===== src/rtl/uart_command_decoder_pkg.sv =====
// Shared definitions for the UART command decoder: opcodes, parser states and stream modes.
package uart_command_decoder_pkg;

   localparam logic [7:0] CMD_RESET = 8'h72;  // 'r'
   localparam logic [7:0] CMD_GO    = 8'h67;  // 'g'
   localparam logic [7:0] CMD_STOP  = 8'h73;  // 's'
   localparam logic [7:0] CMD_BURST = 8'h6E;  // 'n' followed by count hi, count lo

   typedef enum logic [1:0] {
      StIdle  = 2'd0,
      StArgHi = 2'd1,
      StArgLo = 2'd2
   } parser_state_t;

   typedef enum logic [1:0] {
      ModeStop  = 2'd0,
      ModeCont  = 2'd1,
      ModeBurst = 2'd2
   } stream_mode_t;

endpackage


===== src/rtl/uart_command_decoder_burst_counter.sv =====
// Loadable down-counter that saturates at zero and pulses when a decrement empties it.
module uart_command_decoder_burst_counter #(
   parameter int unsigned WIDTH = 16
) (
   input  logic             clk,
   input  logic             rst,
   input  logic             i_load,
   input  logic [WIDTH-1:0] i_value,
   input  logic             i_dec,
   input  logic             i_clear,
   output logic [WIDTH-1:0] o_remaining,
   output logic             o_zero,
   output logic             o_done_pulse
);

   logic [WIDTH-1:0] r_count;
   logic             r_done;

   // Count register: clear beats load beats decrement; a load never produces a done pulse.
   always_ff @(posedge clk) begin
      if (rst) begin
         r_count <= '0;
         r_done  <= 1'b0;
      end else begin
         r_done <= 1'b0;
         if (i_clear) begin
            r_count <= '0;
         end else if (i_load) begin
            r_count <= i_value;
         end else if (i_dec && (r_count != '0)) begin
            r_count <= r_count - WIDTH'(1);
            r_done  <= (r_count == WIDTH'(1));
         end
      end
   end

   assign o_remaining  = r_count;
   assign o_zero       = (r_count == '0);
   assign o_done_pulse = r_done;

endmodule


===== src/rtl/uart_command_decoder.sv =====
// Host command parser: turns received UART bytes into reset / stream-enable / burst control.
module uart_command_decoder
   import uart_command_decoder_pkg::*;
#(
   parameter int unsigned CLOCKFRQ    = 12000000,
   parameter int unsigned ARG_TIMEOUT = 12000
) (
   input  logic        clk,
   input  logic        rst,
   input  logic        rx_received,
   input  logic [7:0]  rx_byte,
   input  logic        recv_error,
   input  logic        byte_sent,
   output logic        reset_req,
   output logic        stream_en,
   output logic        burst_done,
   output logic        cmd_error,
   output logic        busy,
   output logic [15:0] remaining
);

   localparam int unsigned TimerW = $clog2(ARG_TIMEOUT + 1);

   if (ARG_TIMEOUT < 1 || CLOCKFRQ == 0) begin : g_bad_param
      $error("uart_command_decoder: ARG_TIMEOUT must be >= 1 and CLOCKFRQ nonzero");
   end

   parser_state_t     r_state, w_state_next;
   stream_mode_t      r_mode, w_mode_next;
   logic [7:0]        r_hi, w_hi_next;
   logic [TimerW-1:0] r_timer, w_timer_next;
   logic              r_reset_req, w_reset_req;
   logic              r_cmd_error, w_cmd_error;
   logic              r_zero_done, w_zero_done;

   logic              w_byte;
   logic              w_cmd_done;
   logic              w_timeout;
   logic              w_load, w_clear, w_dec;
   logic [15:0]       w_value;
   logic [15:0]       w_remaining;
   logic              w_zero;
   logic              w_done_pulse;

   // Parser next-state, mode update and counter control; recv_error discards any same-cycle byte.
   always_comb begin
      w_state_next = r_state;
      w_mode_next  = r_mode;
      w_hi_next    = r_hi;
      w_timer_next = r_timer;
      w_reset_req  = 1'b0;
      w_cmd_error  = 1'b0;
      w_zero_done  = 1'b0;
      w_cmd_done   = 1'b0;
      w_load       = 1'b0;
      w_clear      = 1'b0;
      w_value      = {r_hi, rx_byte};
      w_byte       = rx_received && !recv_error;
      w_timeout    = (r_timer == TimerW'(ARG_TIMEOUT - 1));

      if (recv_error) begin
         w_cmd_error  = 1'b1;
         w_state_next = StIdle;
      end else begin
         case (r_state)
            StIdle: begin
               if (w_byte) begin
                  case (rx_byte)
                     CMD_RESET: begin
                        w_reset_req = 1'b1;
                        w_mode_next = ModeStop;
                        w_clear     = 1'b1;
                        w_cmd_done  = 1'b1;
                     end
                     CMD_GO: begin
                        w_mode_next = ModeCont;
                        w_clear     = 1'b1;
                        w_cmd_done  = 1'b1;
                     end
                     CMD_STOP: begin
                        w_mode_next = ModeStop;
                        w_clear     = 1'b1;
                        w_cmd_done  = 1'b1;
                     end
                     CMD_BURST: begin
                        w_state_next = StArgHi;
                        w_timer_next = '0;
                     end
                     default: w_cmd_error = 1'b1;
                  endcase
               end
            end
            StArgHi: begin
               if (w_byte) begin
                  w_hi_next    = rx_byte;
                  w_state_next = StArgLo;
                  w_timer_next = '0;
               end else if (w_timeout) begin
                  w_state_next = StIdle;
                  w_cmd_error  = 1'b1;
               end else begin
                  w_timer_next = r_timer + TimerW'(1);
               end
            end
            StArgLo: begin
               if (w_byte) begin
                  w_state_next = StIdle;
                  w_cmd_done   = 1'b1;
                  w_load       = 1'b1;
                  if (w_value != 16'd0) begin
                     w_mode_next = ModeBurst;
                  end else begin
                     // Zero-length burst completes immediately.
                     w_mode_next = ModeStop;
                     w_zero_done = 1'b1;
                  end
               end else if (w_timeout) begin
                  w_state_next = StIdle;
                  w_cmd_error  = 1'b1;
               end else begin
                  w_timer_next = r_timer + TimerW'(1);
               end
            end
            default: w_state_next = StIdle;
         endcase
      end

      // A completing command overrides a same-cycle byte_sent.
      w_dec = byte_sent && (r_mode == ModeBurst) && !w_cmd_done && !w_zero;
      if (w_dec && (w_remaining == 16'd1)) begin
         w_mode_next = ModeStop;
      end
   end

   // State and registered pulse outputs.
   always_ff @(posedge clk) begin
      if (rst) begin
         r_state     <= StIdle;
         r_mode      <= ModeStop;
         r_hi        <= '0;
         r_timer     <= '0;
         r_reset_req <= 1'b0;
         r_cmd_error <= 1'b0;
         r_zero_done <= 1'b0;
      end else begin
         r_state     <= w_state_next;
         r_mode      <= w_mode_next;
         r_hi        <= w_hi_next;
         r_timer     <= w_timer_next;
         r_reset_req <= w_reset_req;
         r_cmd_error <= w_cmd_error;
         r_zero_done <= w_zero_done;
      end
   end

   uart_command_decoder_burst_counter #(
      .WIDTH (16)
   ) u_burst_counter (
      .clk          (clk),
      .rst          (rst),
      .i_load       (w_load),
      .i_value      (w_value),
      .i_dec        (w_dec),
      .i_clear      (w_clear),
      .o_remaining  (w_remaining),
      .o_zero       (w_zero),
      .o_done_pulse (w_done_pulse)
   );

   assign reset_req  = r_reset_req;
   assign stream_en  = (r_mode != ModeStop);
   assign burst_done = r_zero_done | w_done_pulse;
   assign cmd_error  = r_cmd_error;
   assign busy       = (r_state != StIdle);
   assign remaining  = w_remaining;

endmodule


===== config.mk =====
export PLATFORM = sky130hd
export DESIGN_NAME = uart_command_decoder
export DESIGN_NICKNAME = d
export VERILOG_FILES = /design/src/rtl/uart_command_decoder_pkg.sv /design/src/rtl/uart_command_decoder_burst_counter.sv /design/src/rtl/uart_command_decoder.sv
export SDC_FILE = /design/constraint.sdc
export NUM_CORES = 1
export LEC_CHECK = 0
export BUFFER_PORTS_ARGS = -buffer_cell sky130_fd_sc_hd__buf_4
export CORE_AREA = 4 4 81 83
export CTS_CLUSTER_DIAMETER = 120
export DETAILED_ROUTE_END_ITERATION = 7
export DIE_AREA = 0 0 85 87
export GPL_TIMING_DRIVEN = 1
export PLACE_DENSITY_LB_ADDON = 0.12
export SLEW_MARGIN = 5
export SYNTH_ARGS = -nofsm -noshare
export SYNTH_HDL_FRONTEND = slang
export SYNTH_SLANG_ARGS = --single-unit

===== constraint.sdc =====
create_clock -name clk -period 2.9 [get_ports clk]
set_clock_uncertainty 0.1 [all_clocks]
set_input_delay 0.58 -clock clk [delete_from_list [all_inputs] [get_ports clk]]
set_output_delay 0.58 -clock clk [all_outputs]
set_load 0.02 [all_outputs]

==> metrics.txt <==
outcome finished clean; drt first-iter violations 85; postcts setup bufs 0; Post-Syn Area 2560 µm²; most frequent cells in the layout dfxtp_1, nor2_1, buf_4, nand2_1, xnor2_1; initial antenna violation count 0; core area 5851 µm²; reg2reg end r_timer[13]; GP Congestion 0.8708; pwr dens 384.1 nW/µm²; reg2reg start r_state[0]; Sum Neg Setup Slack 0 ps; NumNets Final 357; CTS tree yes; Buf/Inv on CP 2; Slew @ Worst Pin 485.1 ps; Worst Hold End r_hi[7]; Max Cap Viol 0; Slew Limit Fails 0; minimum clock period 2326 ps; Post-synth EDFFs 0; Register-to-Register Path Depth 8; Avg Cell Area, Syn 8.421 µm²; TritonCTS buffer count 5; register area share after synthesis 35.97%; Worst EP arrival 2460 ps; final setup fails 0; detail-routed via count per cell 5.407; first-pass GRT wire length 10080 µm; syn nets 324; die height 87 µm; clk sinks 46; Yosys cell types 51; share of cells above drive strength 1 20.12%; global-route usage over all layers 16.81%; routed vias 2233; post-DR wirelength/cell 14.65 µm; Async S/R FF share, synth 0%; Final HPWL DP 4525 µm; CP peak stage delay 500 ps; IO Port Bufs 33; critical path required time 3030 ps; hold buffers post-CTS 0; post_cts resized 0; drt total wl 6049 µm; Crit Path Max Fanout 16; die width 85 µm; cell with the largest stage delay on the worst path or4_1; kind of critical path flip-flop to flip-flop; Synth Warn # 0; max frequency 0.4300 GHz; Rows 28; Cell Chain, Critical Path inv_1 > ha_1 > a211oi_1 > nand2_1 > a2bb2oi_1 > buf_4 > or4_1 > a31oi_1; cell family with the largest share of critical-path delay compound AO/OA/AOI/OAI gates; Clock Path Buffers 2; crit end category flip-flop; root buf cell clkbuf_8; clock latency on the worst-skew pair 290 ps; DR DRC count 0; ANT nets after route 0; largest net degree at the start of global routing 33; Worst Hold Launch r_hi[7]; # diodes 0; commonest non-fill, non-tap cell in the layout dfxtp_1; Reg2Reg Setup Slack 570 ps; initial core utilization 43.76%; Yosys reg bits 46; drt first pass iters 5; Hold Path Stages 2; Power, Total 1.153 mW; LEAKAGE 1.133 nW; ys flop type dfxtp_1; CTS HTree Levels 2; clock-pin slew on the worst setup and hold paths 90 ps; Top Ports 34; Final Hold Fails 0; Startpoint Class flip-flop; vias in the first global route 2071; worst vdd ir 0.2061 mV; final period utilization 80.20%; die area 7395 µm²; Cells after Synth 304; unrepaired setup endpoints after global routing false; Syn-to-layout area delta 17.20%; Worst Hold Class flip-flop to flip-flop; Max-Slew Margin vs Limit 67.36%; gr ovfl total 0
## power breakdown
part	switching (mW)	internal, mW
Sequential	0.000303	0.632
Clock	0.215	0.241
Combinational	0.0401	0.0243
## area by class of cell
cell class / instances / area (µm²)
multi-input combinational: 235 / 1541
inverter: 9 / 33.78
tap: 75 / 93.84
timing repair buffer: 40 / 300.3
sequential: 46 / 920.9
clock buffer: 8 / 110.1
fill: 573 / 2850
## how the worst max path moves through the flow
stage	end	slack, ps	from	cells past startpoint
global placement	u_burst_counter.o_remaining[12]	530	rx_byte[3]	8
floorplan	u_burst_counter.o_remaining[9]	770	rx_byte[3]	7
global route	u_burst_counter.o_remaining[6]	360	r_state[0]	9
finish	r_timer[13]	570	r_state[0]	8
detailed placement	u_burst_counter.o_remaining[12]	500	rx_byte[3]	8
CTS	r_timer[13]	570	r_state[0]	8
## routing by layer
metal / share of wire (%) / vias to the layer above / GRT usage, %
li1: - / 1150 / -
met1: 50 / 1024 / 23.94
met2: 44 / 55 / 25.35
met3: 5.9 / 4 / 3.879
met4: 0.66 / 0 / 4.748
met5: 0 / - / 0
## flip-flops by register name (all words and copies together) (netlist names)
signal                        cells
u_burst_counter.o_done_pulse      1
r_state                           2
cmd_error                         1
u_burst_counter.o_remaining      16
r_mode                            2
r_zero_done                       1
reset_req                         1
r_hi                              8
r_timer                          14
## cell usage after synthesis (3+ instances only)
| library cell | instances | area [µm²] |
|---|---|---|
| dfxtp_1 | 46 | 920.9 |
| nor2_1 | 43 | 161.4 |
| nand2_1 | 25 | 93.84 |
| xnor2_1 | 25 | 219.0 |
| nand3_1 | 15 | 75.07 |
| a21oi_1 | 14 | 70.07 |
| a211oi_1 | 13 | 97.59 |
| nor4_1 | 13 | 81.33 |
| clkbuf_1 | 9 | 33.78 |
| inv_1 | 9 | 33.78 |
| nand4_1 | 8 | 50.05 |
| ha_1 | 7 | 87.58 |
| nor3_1 | 6 | 30.03 |
| a31oi_1 | 5 | 31.28 |
| nand2b_1 | 4 | 25.02 |
| nor2b_1 | 4 | 25.02 |
| a211oi_2 | 3 | 37.54 |
| mux2i_1 | 3 | 30.03 |
| nor3b_1 | 3 | 22.52 |
| o21a_1 | 3 | 22.52 |
| o21ai_0 | 3 | 15.01 |
| or2_2 | 3 | 18.77 |
## cells by family after synthesis
| logic type | share of synthesized area [%] |
|---|---|
| simple gates | 32.36 |
| compound gates | 14.71 |
| flops | 35.97 |
| xor+xnor | 8.553 |
| buf+inv | 3.812 |
| fa+ha+maj | 3.421 |
| mux | 1.173 |
## tightest hold or removal path, stage by stage (launching register included)
cell and delay (ps):
dfxtp_1 330, nand2_1 60, a21oi_1 50
## stage by stage
stage                     worst slack [ps]  std cells  cell area (µm²)  hold slack (ps)  utilization [%]
after floorplan                      769.2        304             2560            349.4                -
after global placement               527.7        405             2890            362.9            49.40
after detailed placement             505.0        405             2890            369.6            49.40
after CTS                            570.5        413             3000            382.3            51.28
after global routing                 361.0        413             3000            387.0            51.28
final                                574.2        413             3000            380.7            51.28
(Power assumes the default switching activity.)
